`src/rtl/mem_stage_mo_pkg.sv`:
```
// Shared definitions for the multi-outstanding MEM stage: one-hot load-op bit positions.
package mem_stage_mo_pkg;

   localparam int LOAD_OP_LEN = 5;

   localparam int LD_B  = 0;
   localparam int LD_H  = 1;
   localparam int LD_W  = 2;
   localparam int LD_BU = 3;
   localparam int LD_HU = 4;

endpackage

```
`src/rtl/mem_load_align.sv`:
```
// Combinational load-data alignment: shift the response word by the byte offset,
// then sign- or zero-extend according to the one-hot load op.
module mem_load_align
   import mem_stage_mo_pkg::*;
(
   input  logic [31:0]            rdata_i,
   input  logic [1:0]             addr_lo_i,
   input  logic [LOAD_OP_LEN-1:0] load_op_i,
   output logic [31:0]            result_o
);

   logic [31:0] sh;

   assign sh = rdata_i >> {addr_lo_i, 3'b000};

   always_comb begin
      result_o = sh;
      if (load_op_i[LD_B]) begin
         result_o = {{24{sh[7]}}, sh[7:0]};
      end else if (load_op_i[LD_BU]) begin
         result_o = {24'h0, sh[7:0]};
      end else if (load_op_i[LD_H]) begin
         result_o = {{16{sh[15]}}, sh[15:0]};
      end else if (load_op_i[LD_HU]) begin
         result_o = {16'h0, sh[15:0]};
      end else if (load_op_i[LD_W]) begin
         result_o = sh;
      end
   end

endmodule

```
`src/rtl/mem_stage_mo.sv`:
```
// MEM stage with an in-order queue of up to DEPTH instructions, in-order memory
// responses matched to waiting entries, and silent discard of responses owed after flush.
module mem_stage_mo
   import mem_stage_mo_pkg::*;
#(
   parameter int DEPTH     = 4,
   parameter int DATA_W    = 32,
   parameter int PAYLOAD_W = 64
) (
   input  logic                   clk,
   input  logic                   resetn,
   input  logic                   in_valid_i,
   output logic                   in_ready_o,
   input  logic                   in_req_sent_i,
   input  logic                   in_is_load_i,
   input  logic [LOAD_OP_LEN-1:0] in_load_op_i,
   input  logic [1:0]             in_addr_lo_i,
   input  logic [DATA_W-1:0]      in_result_i,
   input  logic [PAYLOAD_W-1:0]   in_payload_i,
   input  logic                   data_ok_i,
   input  logic [DATA_W-1:0]      rdata_i,
   input  logic                   flush_i,
   output logic                   out_valid_o,
   input  logic                   out_ready_i,
   output logic [DATA_W-1:0]      out_result_o,
   output logic [PAYLOAD_W-1:0]   out_payload_o,
   output logic [$clog2(DEPTH):0] owed_cnt_o,
   output logic                   busy_o
);

   localparam int PTR_W = $clog2(DEPTH);
   typedef logic [PTR_W:0] ptr_t;
   localparam ptr_t ONE = ptr_t'(1);

   if (DATA_W != 32 || DEPTH < 2 || (DEPTH & (DEPTH - 1)) != 0) begin : g_param_chk
      $error("mem_stage_mo: DATA_W must be 32 and DEPTH a power of 2 >= 2");
   end

   ptr_t head_q, head_d, tail_q, tail_d, rp_q, rp_d;
   ptr_t owed_q, owed_d, disc_q, disc_d;
   logic [DEPTH-1:0] wait_q, wait_d;

   logic [DATA_W-1:0]      result_q  [DEPTH];
   logic [PAYLOAD_W-1:0]   payload_q [DEPTH];
   logic [LOAD_OP_LEN-1:0] load_op_q [DEPTH];
   logic [1:0]             addr_lo_q [DEPTH];
   logic [DEPTH-1:0]       is_load_q;

   logic [PTR_W-1:0] head_idx, tail_idx, rp_idx;
   logic full, empty, enq, deq, enq_req;
   logic rsp_ok, rsp_live, rsp_drop;
   logic [31:0] aligned;

   assign head_idx = head_q[PTR_W-1:0];
   assign tail_idx = tail_q[PTR_W-1:0];
   assign rp_idx   = rp_q[PTR_W-1:0];

   assign empty = (head_q == tail_q);
   assign full  = (head_idx == tail_idx) && (head_q[PTR_W] != tail_q[PTR_W]);

   // The owed counter shares the port width; hold off new work once it saturates so
   // repeated flushes with many discards pending can never wrap it.
   assign in_ready_o    = !full && !(&owed_q);
   assign out_valid_o   = !empty && !wait_q[head_idx];
   assign out_result_o  = result_q[head_idx];
   assign out_payload_o = payload_q[head_idx];
   assign owed_cnt_o    = owed_q;
   assign busy_o        = !empty || (owed_q != '0);

   assign enq      = in_valid_i && in_ready_o && !flush_i;
   assign enq_req  = enq && in_req_sent_i;
   assign deq      = out_valid_o && out_ready_i && !flush_i;
   assign rsp_ok   = data_ok_i && (owed_q != '0);
   assign rsp_drop = rsp_ok && (disc_q != '0);
   assign rsp_live = rsp_ok && (disc_q == '0);

   mem_load_align u_align (
      .rdata_i   (rdata_i),
      .addr_lo_i (addr_lo_q[rp_idx]),
      .load_op_i (load_op_q[rp_idx]),
      .result_o  (aligned)
   );

   always_comb begin : next_state
      ptr_t idx;
      ptr_t span;
      logic found;
      head_d = head_q;
      tail_d = tail_q;
      wait_d = wait_q;
      owed_d = owed_q;
      disc_d = disc_q;
      if (rsp_live) wait_d[rp_idx] = 1'b0;
      if (enq) begin
         wait_d[tail_idx] = in_req_sent_i;
         tail_d           = tail_q + ONE;
      end
      if (deq) head_d = head_q + ONE;
      if (enq_req && !rsp_ok) begin
         owed_d = owed_q + ONE;
      end else if (rsp_ok && !enq_req) begin
         owed_d = owed_q - ONE;
      end
      if (rsp_drop) disc_d = disc_q - ONE;

      // rp tracks the oldest still-waiting entry, or the tail when none is waiting.
      rp_d  = tail_d;
      found = 1'b0;
      span  = tail_d - rp_q;
      idx   = rp_q;
      for (int k = 0; k < DEPTH; k++) begin
         idx = rp_q + ptr_t'(k);
         if (!found && (ptr_t'(k) < span) && wait_d[idx[PTR_W-1:0]]) begin
            rp_d  = idx;
            found = 1'b1;
         end
      end

      if (flush_i) begin
         head_d = '0;
         tail_d = '0;
         rp_d   = '0;
         wait_d = '0;
         disc_d = owed_q - ptr_t'(rsp_ok);
         owed_d = owed_q - ptr_t'(rsp_ok);
      end
   end

   always_ff @(posedge clk) begin
      if (!resetn) begin
         head_q <= '0;
         tail_q <= '0;
         rp_q   <= '0;
         owed_q <= '0;
         disc_q <= '0;
         wait_q <= '0;
      end else begin
         head_q <= head_d;
         tail_q <= tail_d;
         rp_q   <= rp_d;
         owed_q <= owed_d;
         disc_q <= disc_d;
         wait_q <= wait_d;
      end
   end

   always_ff @(posedge clk) begin
      if (enq) begin
         result_q[tail_idx]  <= in_result_i;
         payload_q[tail_idx] <= in_payload_i;
         load_op_q[tail_idx] <= in_load_op_i;
         addr_lo_q[tail_idx] <= in_addr_lo_i;
         is_load_q[tail_idx] <= in_is_load_i;
      end
      if (rsp_live && is_load_q[rp_idx]) begin
         result_q[rp_idx] <= aligned;
      end
   end

   a_no_stray_rsp: assert property (@(posedge clk) disable iff (!resetn)
      !(data_ok_i && (owed_q == '0)));

endmodule
```
`config.mk`:
```
export PLATFORM = sky130hd
export DESIGN_NAME = mem_stage_mo
export DESIGN_NICKNAME = d
export VERILOG_FILES = /design/src/rtl/mem_stage_mo_pkg.sv /design/src/rtl/mem_load_align.sv /design/src/rtl/mem_stage_mo.sv
export SDC_FILE = /design/constraint.sdc
export NUM_CORES = 1
export LEC_CHECK = 0
export BUFFER_PORTS_ARGS = -buffer_cell sky130_fd_sc_hd__buf_2
export CAP_MARGIN = 20
export CELL_PAD_IN_SITES_DETAIL_PLACEMENT = 1
export CELL_PAD_IN_SITES_GLOBAL_PLACEMENT = 2
export CORE_MARGIN = 10
export CORE_UTILIZATION = 38
export CTS_CLUSTER_SIZE = 14
export DETAILED_ROUTE_END_ITERATION = 10
export PLACE_DENSITY = 0.86
export REMOVE_ABC_BUFFERS = 1
export SLEW_MARGIN = 20
export SYNTH_ARGS = -nofsm -noshare
export SYNTH_HDL_FRONTEND = slang
export SYNTH_SLANG_ARGS = --single-unit
```
`constraint.sdc`:
```
create_clock -name clk -period 4.44 [get_ports clk]
set_input_delay 0.222 -clock clk [delete_from_list [all_inputs] [get_ports clk]]
set_output_delay 0.222 -clock clk [all_outputs]
set_load 0.005 [all_outputs]
```
==> results.yml, run 1 <==
pwr:
  peakVddDrop_mv: 0.3215
  sw_frac_of_total: 0.2344
  leakage_nw: 8.158
  power_density_mw_per_mm2: 405.9
  p_comb_frac: 0.108
  sequentialPowerShare: 0.495
  p_switching_mw: 2.222
  clockPowerShare: 0.398
  p_int_mw: 7.256
  total_power_mw: 9.478
detailed_routing:
  vias: 11750
  drtIter0Drc: 835
  wl_per_cell_um: 23.98
  viasPerCell: 5.314
  route.top_layer_used: "met5"
  routed-wl-met2_mm: 28.37
  drc: 0
  drt-total-wl_mm: 53.01
  first_pass_iters: 7
  routed-wl-met3_mm: 2.056
  drt-met1-wl_mm: 21.22
  ant_nets: 0
synth:
  ys_seq_elements: 435
  syn_area_mm2: 0.01885
  yosysWarnings: 0
  async_flop_share: 0
  synth_cell_types: 65
  synth_area_leaders: "edfxtp_1, mux4_2, o21ai_0"
  ys.flop_type: "edfxtp_1"
  syn_avg_cell_area_um2: 16.16
  yosys.area.top_type: "edfxtp_1"
  synth_top_area_share: 0.6562
  synth_edf_count: 412
  seq_area_frac_synth: 0.6806
  synth_cells: 1167
floorplanning:
  initial_core_util: 0.3851
  fp.dieH_um: 242.7
  die_w_um: 242.7
  ios: 245
  die-area_mm2: 0.05892
  coreArea_mm2: 0.04895
  row_count: 81
timing:
  min_period_ns: 4.041
  fin_crit_sh: 0.9102
  final_hold_viol_count: 0
  tightestPinTransition_ns: 1.013
  finalSetupViolCount: 0
  relSlewSlack: 0.3246
  fmax_mhz: 247.5
  final.setup.tns_ns: 0
  maxSlewViolCount: 0
  skew_ns: 0.01933
  hold_ws_ns: 0.03238
  rsz0062_at_grt: "no"
finish:
  multi_input_area_mm2: 0.005677
  area_delta_synth_final_pct: 23.85
  seqCellArea_mm2: 0.01284
  fillers: 4884
  final_nets: 1671
  design_area_mm2: 0.02335
  drive_above_1_share: 0.3217
  fin_cells: 2211
clocking:
  postCtsSetupBuffers: 0
  cts.sinks: 435
  cts_tree: "yes"
  cts_resized: 0
  clk_latency_ns: 0.57
  numCtsBuffers: 47
  htree_levels: 2
  clk_pin_slew_ns: 0.06
  clock-root-buffer: "clkbuf_16"
  clock_path_buffers: 3
grt:
  antenna_found_initial: 3
  grt_max_degree: 72
  grt_usage: 0.1765
  grt_first_pass_wirelength_mm: 80.39
  overflow: 0
  grt_pass1_vias: 12890
place:
  place_congestion: 0.8458
  dpl.hpwl_mm: 33.76
  placed_cells: 2024
  port_buffers: 243
  dpl_cell_area_mm2: 0.02084
critical_path:
  rr_worst_depth: 13
  crit_path_max_fanout: 25
  cp.required_ns: 4.92
  critPathArrivalTime_ns: 4.52
  start_kind: "register"
  endpoint_kind: "register"
  critPathKind: "reg2reg"
flow_run:
  drv_cap: 0
worst_hold_path:
  worstHoldPathCells: 3
  hp-class: "in2reg"
run_status:
  status: "completed"
-- worst max-delay path, stage by stage, from the launching register on --
cell and delay (ns):
dfxtp_1 0.46, xor2_2 0.17, o311a_4 0.50, xnor2_1 0.38, ha_1 0.22, inv_1 0.05
fa_1 0.40, xnor2_1 0.19, or3_2 0.45, a21oi_1 0.33, o21a_1 0.23, nor3_4 0.06
a211o_2 0.32, a21oi_1 0.18
-- cell usage in the layout (no fill, tap or decap), types with 3 or more instances in the layout --
| master | synthesis | layout |
|---|---|---|
| inv_1 | 18 | 16 |
| nand4_1 | 3 | 3 |
| o211a_1 | 3 | 3 |
| a221oi_1 | 3 | 3 |
| buf_4 | 2 | 15 |
| clkinv_2 | 0 | 8 |
| a31oi_1 | 11 | 11 |
| mux2i_1 | 21 | 21 |
| clkbuf_16 | 0 | 47 |
| clkbuf_1 | 51 | 9 |
| ha_1 | 14 | 14 |
| mux4_2 | 102 | 102 |
| o21a_1 | 6 | 6 |
| clkinvlp_4 | 0 | 3 |
| a21oi_1 | 44 | 44 |
| and2_1 | 6 | 5 |
| and3_1 | 4 | 4 |
| nor2b_1 | 10 | 10 |
| nand3_1 | 9 | 9 |
| or3_1 | 4 | 4 |
| nand2_1 | 123 | 119 |
| a211oi_1 | 10 | 10 |
| edfxtp_1 | 412 | 412 |
| nand2_2 | 0 | 4 |
| nor2_1 | 42 | 41 |
| buf_2 | 1 | 243 |
| dfxtp_1 | 23 | 21 |
| o211ai_1 | 3 | 3 |
| buf_12 | 0 | 5 |
| o21bai_1 | 3 | 3 |
| o21ai_1 | 4 | 4 |
| dlygate4sd3_1 | 0 | 103 |
| nor3_1 | 5 | 5 |
| xnor2_1 | 10 | 10 |
| clkinv_1 | 0 | 7 |
| mux2_2 | 35 | 35 |
| o21ai_0 | 123 | 122 |
| xor2_1 | 3 | 3 |
| bufinv_16 | 0 | 4 |
-- area by class of cell --
type                            instances  area share
Multi-Input combinational cell        644      0.2431
Timing Repair Buffer                  366      0.1054
Clock buffer                           56     0.05182
Sequential cell                       435      0.5499
Tap cell                              664     0.03558
Antenna cell                            2   0.0002144
Clock inverter                         26     0.01109
Inverter                               18    0.002894
-- repair_timing --
action / 4_1_cts / 5_1_grt
hold buffers: 103 / 0
endpoints found under the hold margin: 399 / 0
setup endpoints to repair: 0 / 0
-- flip-flops by register name (all words and copies together) (netlist names), 4 cells and up, named ones only --
signal	count
addr_lo_q	8
is_load_q	4
load_op_q	16
payload_q	256
result_q	128
wait_q	4
-- cells in the mapped netlist (18+ instances only) --
master      n
a21oi_1    44
clkbuf_1   51
dfxtp_1    23
edfxtp_1  412
inv_1      18
mux2_2     35
mux2i_1    21
mux4_2    102
nand2_1   123
nor2_1     42
o21ai_0   123
-- kinds of logic (layout without fill, tap and decap cells) --
kind of cell,after synthesis,in the layout,share of synthesized area
adders and majority gates,16,16,0.01142
and+or+nand+nor,221,221,0.05216
xor gates and xnor gates,15,15,0.007765
AOI/OAI and AO/OA,232,232,0.07188
buffers and inverters,88,466,0.02004
muxes,160,160,0.1561
DFF,435,435,0.6806
other,0,2,0
-- stage by stage --
| stage | utilization | worst slack (ns) |
|---|---|---|
| after CTS | 0.4769 | 0.3757 |
| after global placement | 0.4258 | 0.5508 |
| after floorplan | - | -0.4500 |
| final | 0.4770 | 0.3988 |
| after detailed placement | 0.4258 | 0.4463 |
| after global routing | 0.4770 | 0.09917 |
-- power groups by stage --
stage	registers, mW	logic, mW	clock network (mW)
final	4.69	1.02	3.77
after global routing	4.70	1.13	4.02
after CTS	4.69	1.03	3.84
after detailed placement	4.77	0.944	0
after global placement	4.76	0.911	0
after floorplan	4.76	0.524	0
-- worst paths after layout --
path	from	end	slack [ns]
setup / recovery	tail_q[0]	register	0.40
hold / removal	in_result_i[21]	result_q[2][21]	0.03
setup reg to reg	tail_q[0]	register	0.40
hold reg to reg	head_q[2]	head_q[2]	0.58
-- metal layers --
metal	GRT usage	up-vias
met3	0.02581	69
met1	0.2129	6121
li1	-	5284
met4	0.06047	2
met2	0.3170	273
met5	0	-
Power figures use the tool's default switching activity.
==> run 2: changes to the inputs <==
CORE_UTILIZATION = 42   (was 38)
PLACE_DENSITY = 0.9   (was 0.86)
clock period = 3.8 ns   (was 4.44 ns; I/O delays follow)
==> results.yml, run 2 (synthesis results as in run 1) <==
run_status:
  status: "completed"
worst_hold_path:
  hp-class: "in2reg"
grt:
  met1_usage: 0.2364
  busiest_layer: "met2"
  grt_pass1_vias: 12940
  grt_first_pass_wirelength_mm: 79.53
  antenna_found_initial: 3
  grt_max_degree: 59
  met3_usage: 0.03628
  grt_usage: 0.1926
  overflow: 0
  use_met2: 0.3434
flow_run:
  drv_cap: 0
timing:
  fmax_mhz: 279.1
  maxSlewViolCount: 0
  final_hold_viol_count: 0
  finalSetupViolCount: 0
  min_period_ns: 3.583
  rsz0062_at_grt: "no"
  tightestPinTransition_ns: 1.008
  skew_ns: 0.02102
  relSlewSlack: 0.3210
  fin_crit_sh: 0.9428
finish:
  seqCellArea_mm2: 0.01284
  regMostFlops: "payload_q"
  fillers: 4292
  layout.cells.most_common: "edfxtp_1"
  drive_above_1_share: 0.3231
  final_nets: 1684
  post-route-util: 0.5281
  mostFrequentLayoutCells: "edfxtp_1, buf_2, o21ai_0, nand2_1, dlygate4sd3_1"
  area_delta_synth_final_pct: 24.15
  multi_input_area_mm2: 0.005680
  largest_reg_flops: 256
  design_area_mm2: 0.02341
  reg.largest.list: "payload_q (256), result_q (128), load_op_q (16)"
floorplanning:
  row_count: 77
  fp.dieH_um: 231.9
  die-area_mm2: 0.05376
  ios: 245
  initial_core_util: 0.4254
  coreArea_mm2: 0.04432
  die_w_um: 231.9
detailed_routing:
  first_pass_iters: 5
  wl_per_cell_um: 24.32
  ant_nets: 0
  viasPerCell: 5.507
  drt-total-wl_mm: 52.34
  drc: 0
  drtIter0Drc: 1035
  vias: 11850
pwr:
  power_density_mw_per_mm2: 472.2
  leakage_nw: 8.232
  peakVddDrop_mv: 0.3623
  total_power_mw: 11.05
critical_path:
  crit_path_max_fanout: 6
  path_buf_inv: 1
  critical-path-top-delay-family: "compound AO/OA/AOI/OAI gates"
  slowest_delay_ns: 0.47
  start_kind: "register"
  rr_worst_depth: 13
  critPathKind: "reg2reg"
  critical_path_depth: 13
  endpoint_kind: "register"
  r2r_slack_ns: 0.22
  cpMostUsedCell: "xnor2_1"
  reg2reg_from: "head_q[0]"
  critPathSlowestCell: "dfxtp_1"
  critPathLaunch: "head_q[0]"
  critPathArrivalTime_ns: 4.06
  critical_path.cell_chain: "xor2_2 > o311a_4 > xnor2_1 > ha_1 > inv_1 > fa_1 > xnor2_1 > or3_2 > a21oi_2 > o21a_1 > nor3_4 > a211o_2 > a21oi_1"
  cp.required_ns: 4.28
clocking:
  numCtsBuffers: 47
  clock_path_buffers: 3
  postCtsSetupBuffers: 0
  clk_latency_ns: 0.57
  htree_levels: 2
  clock-root-buffer: "clkbuf_16"
  cts.sinks: 435
  cts_tree: "yes"
  clk_pin_slew_ns: 0.06
place:
  port_buffers: 243
  dpl_cell_area_mm2: 0.02091
  place_congestion: 0.8612
  dpl.hpwl_mm: 34.05
## run 2: layout make-up
class,instances,area share
Clock inverter,22,0.009569
Antenna cell,3,0.0003207
Clock buffer,59,0.05217
Timing Repair Buffer,379,0.1120
Inverter,18,0.002994
Multi-Input combinational cell,644,0.2427
Sequential cell,435,0.5486
Tap cell,592,0.03165
## run 2: metrics by stage
| stage | TNS [ns] | setup WS [ns] | instances | hold slack [ns] |
|---|---|---|---|---|
| 3_3_place_gp | 0 | 0.2583 | 1964 | 0.4008 |
| 2_1_floorplan | -160.14 | -1.058 | 1097 | 0.2889 |
| 5_1_grt | 0 | 0.03479 | 2151 | 0.1070 |
| 3_5_place_dp | 0 | 0.1385 | 1964 | 0.4091 |
| 4_1_cts | 0 | 0.07704 | 2149 | 0.05919 |
| 6_report | 0 | 0.2172 | 2152 | 0.08475 |
## run 2: what timing repair did
item                                   in CTS  in global routing
setup endpoints to repair                   0                  3
gates resized for setup                     0                  1
endpoints found under the hold margin     417                  0
hold buffers                              104                  0
## run 2: worst min path at each step
stage                     startpoint          endpoint  slack (ns)  depth (start not counted)
floorplan            in_addr_lo_i[0]   addr_lo_q[0][0]        0.29                          0
global placement    in_payload_i[38]  payload_q[2][38]        0.40                          1
detailed placement  in_payload_i[43]  payload_q[2][43]        0.41                          1
CTS                          flush_i         disc_q[2]        0.06                          3
global route                 flush_i         disc_q[0]        0.11                          3
finish                       flush_i         disc_q[2]        0.08                          3
## run 2: power by group
part / internal (mW) / switching [mW] / total [mW]
registers: 5.41 / 0.0629 / 5.47
clock network: 2.54 / 1.82 / 4.36
logic: 0.539 / 0.681 / 1.22
## run 2: per-layer routing
| layer | routed length, µm | up-vias |
|---|---|---|
| met5 | 0 | - |
| met2 | 27710 | 314 |
| li1 | - | 5322 |
| met1 | 21140 | 6153 |
| met3 | 2484 | 61 |
| met4 | 1005 | 0 |
## run 2: worst min-delay path, delay by kind of cell
family                 cells  cell delay [ns]
AO/OA/AOI/OAI              1             0.16
buffers and inverters      2             0.26
==> run 3: changes to the inputs <==
CORE_UTILIZATION = 44   (was 42)
SYNTH_HIERARCHICAL = 1   (was default)
==> results.yml, run 3 <==
detailed_routing:
  vias: 11140
  drtIter0Drc: 882
  drt-total-wl_mm: 52.39
  wl_per_cell_um: 26.00
  drc: 0
  viasPerCell: 5.528
  first_pass_iters: 5
  ant_nets: 0
critical_path:
  slowest_delay_ns: 0.45
  endpoint_kind: "register"
  critPathSlowestCell: "or4_1"
  critical_path_depth: 13
  critPathKind: "reg2reg"
  critical-path-top-delay-family: "simple AND/OR/NAND/NOR gates"
  start_kind: "register"
  cp.required_ns: 4.26
  r2r_slack_ns: 0.22
  critPathArrivalTime_ns: 4.04
  crit_path_max_fanout: 6
  rr_worst_depth: 13
  path_buf_inv: 1
  critical_path.cell_chain: "and3_2 > a311oi_2 > xnor2_1 > ha_1 > inv_1 > fa_1 > xnor2_2 > or4_1 > nand3_1 > o22ai_2 > mux2_1 > nor3b_1 > o31ai_1"
timing:
  fin_crit_sh: 0.9422
  min_period_ns: 3.580
  rsz0062_at_grt: "no"
  skew_ns: 0.02323
  hold_ws_ns: 0.04608
  maxSlewViolCount: 0
  relSlewSlack: 0.5104
  fmax_mhz: 279.3
  final_hold_viol_count: 0
  tightestPinTransition_ns: 0.7327
  finalSetupViolCount: 0
finish:
  fillers: 4015
  design_area_mm2: 0.02384
  mostFrequentLayoutCells: "edfxtp_1, buf_2, mux2_2, mux4_2, dlygate4sd3_1"
  final_nets: 1550
  regMostFlops: "payload_q"
  drive_above_1_share: 0.4520
  area_delta_synth_final_pct: 24.34
  reg.largest.list: "payload_q (256), result_q (128), load_op_q (16)"
  layout.cells.most_common: "edfxtp_1"
  largest_reg_flops: 256
pwr:
  sequentialPowerShare: 0.486
  sw_frac_of_total: 0.2349
  p_switching_mw: 2.640
  power_density_mw_per_mm2: 471.4
  clockPowerShare: 0.400
  p_int_mw: 8.597
  leakage_nw: 8.238
  peakVddDrop_mv: 0.3485
  p_comb_frac: 0.113
clocking:
  cts.sinks: 435
  numCtsBuffers: 46
  htree_levels: 2
  clk_pin_slew_ns: 0.06
  clk_latency_ns: 0.59
  clock_path_buffers: 3
  clock-root-buffer: "clkbuf_16"
  cts_tree: "yes"
grt:
  grt_pass1_vias: 12480
  antenna_found_initial: 6
  grt_first_pass_wirelength_mm: 79.24
  overflow: 0
  grt_usage: 0.1978
  grt_max_degree: 72
floorplanning:
  initial_core_util: 0.4450
  fp.dieH_um: 228.7
  coreArea_mm2: 0.04308
  die-area_mm2: 0.05232
  ios: 245
  die_w_um: 228.7
  row_count: 76
place:
  port_buffers: 243
  dpl_cell_area_mm2: 0.02127
  dpl.hpwl_mm: 32.77
  place_congestion: 0.8223
worst_hold_path:
  worstHoldPathCells: 3
  hp-class: "in2reg"
flow_run:
  drv_cap: 0
synth:
  syn_avg_cell_area_um2: 18.78
  syn_area_mm2: 0.01917
  synth_cells: 1021
  yosysWarnings: 6
run_status:
  status: "completed"
[run 3: repair_timing]
item	in CTS	in global routing
resized for setup	0	2
buffers inserted	0	1
endpoints found under the setup margin	0	2
hold endpoints to repair	418	0
hold buffers	104	0
[run 3: area by class of cell]
type | count | area (µm²) | share of cell area
Clock inverter | 29 | 315.3 | 0.01323
Timing Repair Buffer | 382 | 2695 | 0.1131
Tap cell | 585 | 732.0 | 0.03071
Inverter | 17 | 63.81 | 0.002677
Multi-Input combinational cell | 509 | 5997 | 0.2516
Clock buffer | 55 | 1185 | 0.04971
Antenna cell | 3 | 7.507 | 0.0003149
Sequential cell | 435 | 12840 | 0.5387
[run 3: path summary, 6_finish.rpt]
check / startpoint / to
worst max-delay path: owed_cnt_o[1] / register
worst min-delay path: flush_i / disc_q[0]
worst max register to register: owed_cnt_o[1] / register
worst min register to register: head_q[1] / register
[run 3: through the flow]
step | power (mW) | setup TNS [ns] | std cells | setup slack (ns) | utilization
after detailed placement | 6.740 | 0 | 1823 | 0.1860 | 0.4938
after global routing | 11.67 | 0 | 2015 | 0.02281 | 0.5534
after floorplan | 6.236 | -214.69 | 961 | -1.058 | -
after CTS | 11.31 | 0 | 2011 | 0.1743 | 0.5528
after global placement | 6.688 | 0 | 1823 | 0.2577 | 0.4938
final | 11.24 | 0 | 2015 | 0.2198 | 0.5534
[run 3: worst register-to-register path, cell delays in order (launching register included)]
cell and delay (ns):
dfxtp_1 0.36, and3_2 0.25, a311oi_2 0.40, xnor2_1 0.20
ha_1 0.18, inv_1 0.06, fa_1 0.43, xnor2_2 0.18
or4_1 0.45, nand3_1 0.12, o22ai_2 0.14, mux2_1 0.34
nor3b_1 0.27, o31ai_1 0.11
[run 3: layer usage]
metal  GRT usage  up-vias  routed length [µm]
met5           0        -                  44
met4     0.06082        6                1243
met3     0.03512       77                2194
met2      0.3626      251               28550
met1      0.2308     5867               20360
li1            -     4938                   -
[run 3: power by group through the flow]
stage	registers, mW	logic (mW)	clock network, mW
2_1_floorplan	5.56	0.675	0
3_3_place_gp	5.55	1.14	0
3_5_place_dp	5.56	1.18	0
4_1_cts	5.46	1.28	4.57
5_1_grt	5.47	1.39	4.80
6_report	5.46	1.27	4.50
